## config.mk

```make
export PLATFORM = sky130hd
export DESIGN_NAME = mmio_peripheral
export DESIGN_NICKNAME = d
export VERILOG_FILES = /design/src/rtl/mmio_peripheral.sv
export SDC_FILE = /design/constraint.sdc
export NUM_CORES = 1
export LEC_CHECK = 0
export CORE_MARGIN = 1
export CORE_UTILIZATION = 50
export CTS_CLUSTER_DIAMETER = 40
export DETAILED_ROUTE_END_ITERATION = 7
export GPL_TIMING_DRIVEN = 0
export PLACE_DENSITY_LB_ADDON = 0.2
export SETUP_SLACK_MARGIN = 0.15
export SYNTH_ARGS = -nofsm -noshare
export SYNTH_HDL_FRONTEND = slang
export SYNTH_SLANG_ARGS = --single-unit
```

## constraint.sdc

```tcl
create_clock -name clk -period 3.4 [get_ports clk]
set_input_delay 0.85 -clock clk [delete_from_list [all_inputs] [get_ports clk]]
set_output_delay 0.85 -clock clk [all_outputs]
set_load 0.1 [all_outputs]
```

## src/rtl/mmio_peripheral.sv

```systemverilog
// MMIO responder beside data memory: timer (TH/TL/TCON), LED, 7-seg and systick registers.
// Reads are combinational from addr; writes land on the rising clock edge.
module mmio_peripheral #(
    parameter logic [31:0] BASE_ADDR = 32'h4000_0000,
    parameter int unsigned LED_W     = 8,
    parameter int unsigned DIGI_W    = 12
) (
    input  logic              clk,
    input  logic              reset,
    input  logic [31:0]       addr,
    input  logic [31:0]       wdata,
    input  logic              mem_write,
    input  logic              mem_read,
    output logic [31:0]       rdata,
    output logic              sel,
    output logic              irq,
    output logic [LED_W-1:0]  real_led,
    output logic [DIGI_W-1:0] real_digital
);

    localparam logic [2:0] IdxTh      = 3'd0;
    localparam logic [2:0] IdxTl      = 3'd1;
    localparam logic [2:0] IdxTcon    = 3'd2;
    localparam logic [2:0] IdxLed     = 3'd3;
    localparam logic [2:0] IdxDigi    = 3'd4;
    localparam logic [2:0] IdxSystick = 3'd5;

    logic [31:0]       th_q, th_d;
    logic [31:0]       tl_q, tl_d;
    logic [2:0]        tcon_q, tcon_d;
    logic [LED_W-1:0]  led_q, led_d;
    logic [DIGI_W-1:0] digi_q, digi_d;
    logic [31:0]       systick_q, systick_d;

    logic [2:0] idx;
    logic       mapped;
    logic       wr_en;

    assign idx    = addr[4:2];
    assign sel    = (addr[31:5] == BASE_ADDR[31:5]);
    assign mapped = (addr[1:0] == 2'b00) && (idx <= IdxSystick);
    assign wr_en  = mem_write && sel && mapped;

    always_comb begin
        th_d      = th_q;
        tl_d      = tl_q;
        tcon_d    = tcon_q;
        led_d     = led_q;
        digi_d    = digi_q;
        systick_d = systick_q + 32'd1;

        if (tcon_q[0]) begin
            if (tl_q == 32'hFFFF_FFFF) begin
                tl_d = th_q;
                if (tcon_q[1]) begin
                    tcon_d[2] = 1'b1;
                end
            end else begin
                tl_d = tl_q + 32'd1;
            end
        end

        // Applied after the timer update so a same-cycle bus write overrides it.
        if (wr_en) begin
            case (idx)
                IdxTh:   th_d   = wdata;
                IdxTl:   tl_d   = wdata;
                IdxTcon: tcon_d = wdata[2:0];
                IdxLed:  led_d  = wdata[LED_W-1:0];
                IdxDigi: digi_d = wdata[DIGI_W-1:0];
                default: ;
            endcase
        end
    end

    always_comb begin
        rdata = '0;
        if (mem_read && sel && mapped) begin
            case (idx)
                IdxTh:      rdata = th_q;
                IdxTl:      rdata = tl_q;
                IdxTcon:    rdata[2:0] = tcon_q;
                IdxLed:     rdata[LED_W-1:0] = led_q;
                IdxDigi:    rdata[DIGI_W-1:0] = digi_q;
                IdxSystick: rdata = systick_q;
                default:    rdata = '0;
            endcase
        end
    end

    always_ff @(posedge clk or negedge reset) begin
        if (!reset) begin
            th_q      <= '0;
            tl_q      <= '0;
            tcon_q    <= '0;
            led_q     <= '0;
            digi_q    <= '0;
            systick_q <= '0;
        end else begin
            th_q      <= th_d;
            tl_q      <= tl_d;
            tcon_q    <= tcon_d;
            led_q     <= led_d;
            digi_q    <= digi_d;
            systick_q <= systick_d;
        end
    end

    assign irq          = tcon_q[2];
    assign real_led     = led_q;
    assign real_digital = digi_q;

endmodule

```

# [Yosys cells after proc, flatten, opt, wreduce, memory -nomap -nowiden]
# Index checks and enable logic that the tools add are counted.
[op_classes] bitwise_logic=0 multipliers=0 n_lt_le_gt_ge=1 mux=14 n_eq_ne=7 div=0 reduce_logical=11 shift=0 n_addsub=2
[op_table] operator="32-bit 2-to-1 mux" count=5
[op_table] operator="32-bit by 1-bit adder with 32-bit output (second input constant)" count=2
[op_table] operator="20-bit one-hot mux with 3 select lines" count=1
[op_table] operator="32-bit == test (second input constant)" count=1
[op_table] operator="27-bit by 26-bit == test with 1-bit output (second input constant)" count=1
[op_table] operator="5-bit one-hot mux with 5 select lines" count=1
[op_table] operator="3-bit one-hot mux with 6 select lines" count=1
[op_table] operator="4-bit one-hot mux with 4 select lines" count=1
[op_table] operator="2-bit AND reduction" count=4
[op_table] operator="3-bit by 2-bit == test with 1-bit output (second input constant)" count=2
[op_table] operator="3-bit == test (second input constant)" count=2
[op_table] operator="3-bit 2-to-1 mux" count=2
[op_table] operator="1-bit logical AND" count=5
[op_table] operator="3-bit by 1-bit == test with 1-bit output (second input constant)" count=1
[op_table] operator="3-bit <= comparator (second input constant)" count=1
[op_table] operator="3-bit logical NOT" count=1
[op_table] operator="1-bit 2-to-1 mux" count=3
[op_table] operator="2-bit logical NOT" count=1
[word_totals] latch_bits=0 rom_bits=0 output_inout_bits=54 reg_bits=119 in_bits=68 memories=0 ramBits=0 wordCells=42

# [Longest topological paths before layout]
[depth] depth_word=5 depth_mapped=9 mapped_depth_nobuf=7

# [Least setup slack after synthesis]
# Ideal clock, no wire load.
[synth_timing] path_type="input to output" startpoint="in addr[15]" endpoint="out rdata[12]" path_buffers=2 path_stages=8 t_required_ns=2.550 t_arrival_ns=5.084 path_slack_ns=-2.534 path_cell_list="nor4b_1 > nand4_1 > nor2_1 > nand3_1 > or2_2 > clkbuf_1 > clkbuf_1 > nor2_1"
[synth_via] elab_chain_len=4
[synth_rtl] element="start: declaration" line_no="10" source="input logic [31:0] addr,"
[synth_rtl] element="27-bit by 26-bit == test with 1-bit output" line_no="40" source="assign sel = (addr[31:5] == BASE_ADDR[31:5]);"
[synth_rtl] element="via sel" line_no="15" source="output logic sel,"
[synth_rtl] element="1-bit logical AND (2 in series)" line_no="78" source="if (mem_read && sel && mapped) begin"
[synth_rtl] element="32-bit 2-to-1 mux" line_no="78"
[synth_rtl] element="end: declaration" line_no="14" source="output logic [31:0] rdata,"
# The timed path passes the listed nets, and every way through them passes these cells.

# [Final worst setup path]
[layout_timing] startpoint="in addr[19]" endpoint="out rdata[13]"
[layout_via] elab_chain_len=4
[layout_rtl] element="27-bit by 26-bit == test with 1-bit output" line_no="40"
[layout_rtl] element="1-bit logical AND (2 in series)" line_no="78"
[layout_rtl] element="32-bit 2-to-1 mux" line_no="78"
# No other way between the ends.

==> metrics.log <==
[metrics] H-Tree Depth: 4
[metrics] sequential fraction of the synthesis area: 43.3%
[metrics] most common flop cell mapped by yosys: dfrtp_1
[metrics] number of synthesized flops with an enable pin: 0
[metrics] synthesized cell area: between 0.006 and 0.007 mm²
[metrics] CTS tree: done
[metrics] Sw Share: ~23%
[metrics] endpoints failing hold: 0
[metrics] slowest CP cell: nor4_4
[metrics] average cell area after synthesis: roughly 9.9 µm²
[metrics] placeable core region: 0.0133 mm²
[metrics] root cell of the clock tree: clkbuf_16
[metrics] launching element type of the critical path: input port
[metrics] chain of cells forming the critical path: clkbuf_2 -> nor4_4 -> nand3_2 -> nor2_4 -> nand3_4 -> or2_4 -> clkbuf_16 -> clkbuf_16 -> nor2_4 -> buf_12
[metrics] overall routed net length: approximately 22,000 µm
[metrics] count of unresolved DRC violations after routing: 0
[metrics] Initial Util: between 50% and 60%
[metrics] end of the worst register-to-register path: tl_q[13]
[metrics] total congestion overflow: 0
[metrics] async set-or-reset flop fraction in the synthesized netlist: 100%
[metrics] hold buffers post-CTS: 0
[metrics] Util after Layout: between 70% and 80%
[metrics] Post-Syn Nets: between 700 and 800
[metrics] overall die height: between 100 and 150 µm
[metrics] failing checks: negative setup slack
[metrics] number of pins with negative max-slew slack in the final report: 0
[metrics] Synth cell types: 66
[metrics] number of endpoints failing setup at the final stage: 24
[metrics] FP Rows: between 40 and 50
[metrics] maximum vdd ir drop: roughly 0.32 mV
[metrics] worst hold path class: in -> async
[metrics] Wirelength per Cell: ~21 µm
[metrics] required time of the critical path: ~2.6 ns
[metrics] register-to-register setup slack: a little over 0.4 ns
[metrics] final critical-path share of the clock period: 102%
[metrics] width of the die: 119 µm
[metrics] synthesized instance count: 698
[metrics] delay of the slowest critical-path stage: between 0.3 and 0.4 ns
[metrics] number of buffers on the longest clock path: 2
[metrics] cell taking the most area after synthesis: dfrtp_1
[metrics] die area: roughly 0.014 mm²
[metrics] setup repair after global routing missed its margin: true
[metrics] total of warnings raised by yosys: 0
[metrics] via count: approximately 6,400
[metrics] All-Layer GR Usage: approximately a third
[metrics] post-route antenna net violation count: 0
[metrics] Crit path max-delay family: simple AND/OR/NAND/NOR gates
[metrics] Internal Dissipation: between 2 and 3 mW
[metrics] clock net sink count: about 120
[metrics] number of flip-flops and latches in the synthesized netlist: 119
[metrics] critical path arrival: between 2 and 3 ns
[metrics] Max Cap Violations: 0
[metrics] register share of total power: between 40% and 50%
[metrics] number of I/O port buffers: around 120
[metrics] crit end category: output pin
[metrics] Vias/cell: ~6.1
[metrics] P_sw: 772 µW
[metrics] fraction of post-synthesis cell area in the top cell type by area: a little over two fifths
[metrics] global-route wire length before repair: 34,200 µm
[metrics] number of global-route vias before repair: approximately 6,300
[metrics] I/O pins: 122
[metrics] Max FO, Critical Path: 7
[metrics] synth top area cells: dfrtp_1 (43%), mux2_2 (10%), mux2i_1 (4.8%)
[metrics] run status: finished, violations left
[metrics] leakage power summed over all cells: 4.09 nW
[metrics] logic gate share of total power: between 6 and 7%
[metrics] f_max: 287 MHz
[metrics] startpoint of the lowest-slack register-to-register path: tl_q[0]
[metrics] Final Wtd Congestion: about 0.94
[metrics] total of fill cells in the finished design: 959
[metrics] Relative slew margins: 16.6%
[metrics] overall power after layout: between 3 and 4 mW
[metrics] Final #Nets: 919
[metrics] # diodes: 0
[metrics] number of cell instances on the worst register-to-register path: 8
[metrics] clock input transition at the sequential cells of the worst setup and hold paths: 0.05 ns
[metrics] layout cell share with drive strength beyond 1: 29.8%
[metrics] final period demand of the worst path: roughly 3.5 ns
[metrics] commonest cells after routing, fill and taps aside: dfrtp_1 (119), mux2_2 (64), nor2_1 (60)
[metrics] Clock Power Share: approximately half
[metrics] Layout Skew: between 0.007 and 0.008 ns
[metrics] antenna violations before repair: 0
[metrics] area added between synthesis and finish: 39.6%
[metrics] worst setup margin: -0.0801 ns
[metrics] buffer and inverter count on the worst path: 4
[metrics] Num CTS Buffers: 17
[metrics] Starting DRT DRC Count: between 600 and 700
[metrics] WS Path Type: in -> out
[metrics] largest net degree at the start of global routing: roughly 100
[metrics] most common cell after layout, fill and taps aside: dfrtp_1
[metrics] clk_lat worst skew: roughly 0.42 ns
[metrics] half-perimeter wire length of the detailed placement result: ~15,000 µm
[metrics] power density over cell area: approximately 350 mW/mm²
[metrics] worst-margin pin slew: roughly 1.2 ns
[metrics] Pre-Repair DR Iteration Count: 5
[routing by layer]
layer / track usage [%] / part of all wire, % / up-vias / wire length, µm
met2: 49.8 / 48 / 297 / 10600
met5: 0 / 0 / - / 0
li1: - / - / 2858 / -
met3: 6.27 / 6.1 / 41 / 1340
met4: 10.6 / 1.9 / 0 / 422
met1: 43.5 / 44 / 3160 / 9580
[cells in the mapped netlist, drive strengths merged, types with 2 or more instances]
cell and n:
a211oi 10, a21o 9, a21oi 47, a221oi 5, a22o 2, a22oi 10
a311oi 3, a31oi 11, a32o 2, a32oi 2, and2 15, and3 14
and3b 2, and4 4, buf 11, clkbuf 32, dfrtp 119, ha 2
inv 7, mux2 64, mux2i 33, mux4 4, nand2 47, nand3 34
nand4 18, nor2 85, nor2b 8, nor3 11, nor4 13, nor4b 2
o211ai 2, o21ai 12, o22ai 5, o31ai 6, or2 2, or4 3
xnor2 27, xor2 4
[stage by stage]
stage                     cell area [µm²]  setup slack [ns]  hold slack, ns  std cells  setup TNS, ns
after detailed placement             8660             -1.64           0.468        994         -71.18
after floorplan                      7220            -0.737           0.446        698         -19.62
final                                9610           -0.0801           0.262       1038          -1.27
after global placement               8630             -3.02           0.467        993        -423.46
after CTS                            9530           -0.0609           0.263       1034         -0.895
after global routing                 9610            -0.152           0.263       1038          -3.18
[how the worst max path moves through the flow]
stage	from	end	slack, ns	cells past startpoint
2_1_floorplan	addr[7]	rdata[12]	-0.74	8
3_3_place_gp	reset	tl_q[26]	-3.02	1
3_5_place_dp	addr[7]	rdata[24]	-1.64	10
4_1_cts	addr[31]	rdata[30]	-0.06	10
5_1_grt	addr[26]	rdata[13]	-0.15	10
6_report	addr[19]	rdata[13]	-0.08	10
[timing repair]
action,in CTS,in global routing
setup buffers,7,3
cloned,1,1
resized for setup,371,36
setup endpoints to repair,88,33
pin swaps,14,12
[cell families (layout without fill, tap and decap cells)]
family,Yosys count,in the layout,synth area share [%]
adders and majority gates,2,2,0.364
xor gates and xnor gates,31,31,3.94
buffers and inverters,50,214,3.49
muxes,101,101,16.6
and+or+nand+nor,264,264,20.0
DFF,119,119,43.3
AOI/OAI and AO/OA,131,131,12.3
[cell type report]
type                       count  area [µm²]  share of cell area [%]
multi-input combinational    529        4020                    41.8
tap                          176         220                    2.29
buffer                        43         312                    3.24
inverter                       7        26.3                   0.273
clock buffer                  24         502                    5.22
timing repair buffer         132        1480                    15.4
clock inverter                 8        70.1                   0.729
sequential                   119        2980                    31.0
[power groups by stage]
stage          clock network (mW)  logic [mW]  registers (mW)
2_1_floorplan                   0      0.0720            1.44
3_3_place_gp                    0       0.211            1.44
6_report                     1.74       0.227            1.42
3_5_place_dp                    0       0.220            1.44
5_1_grt                      1.82       0.243            1.42
4_1_cts                      1.74       0.222            1.42
[flip-flops by register name, summed over array words and instances (netlist names)]
register,flops
real_digital,12
tcon_q,3
tl_q,32
real_led,8
th_q,32
systick_q,32
Note: power is estimated with default switching activity, not from simulation.
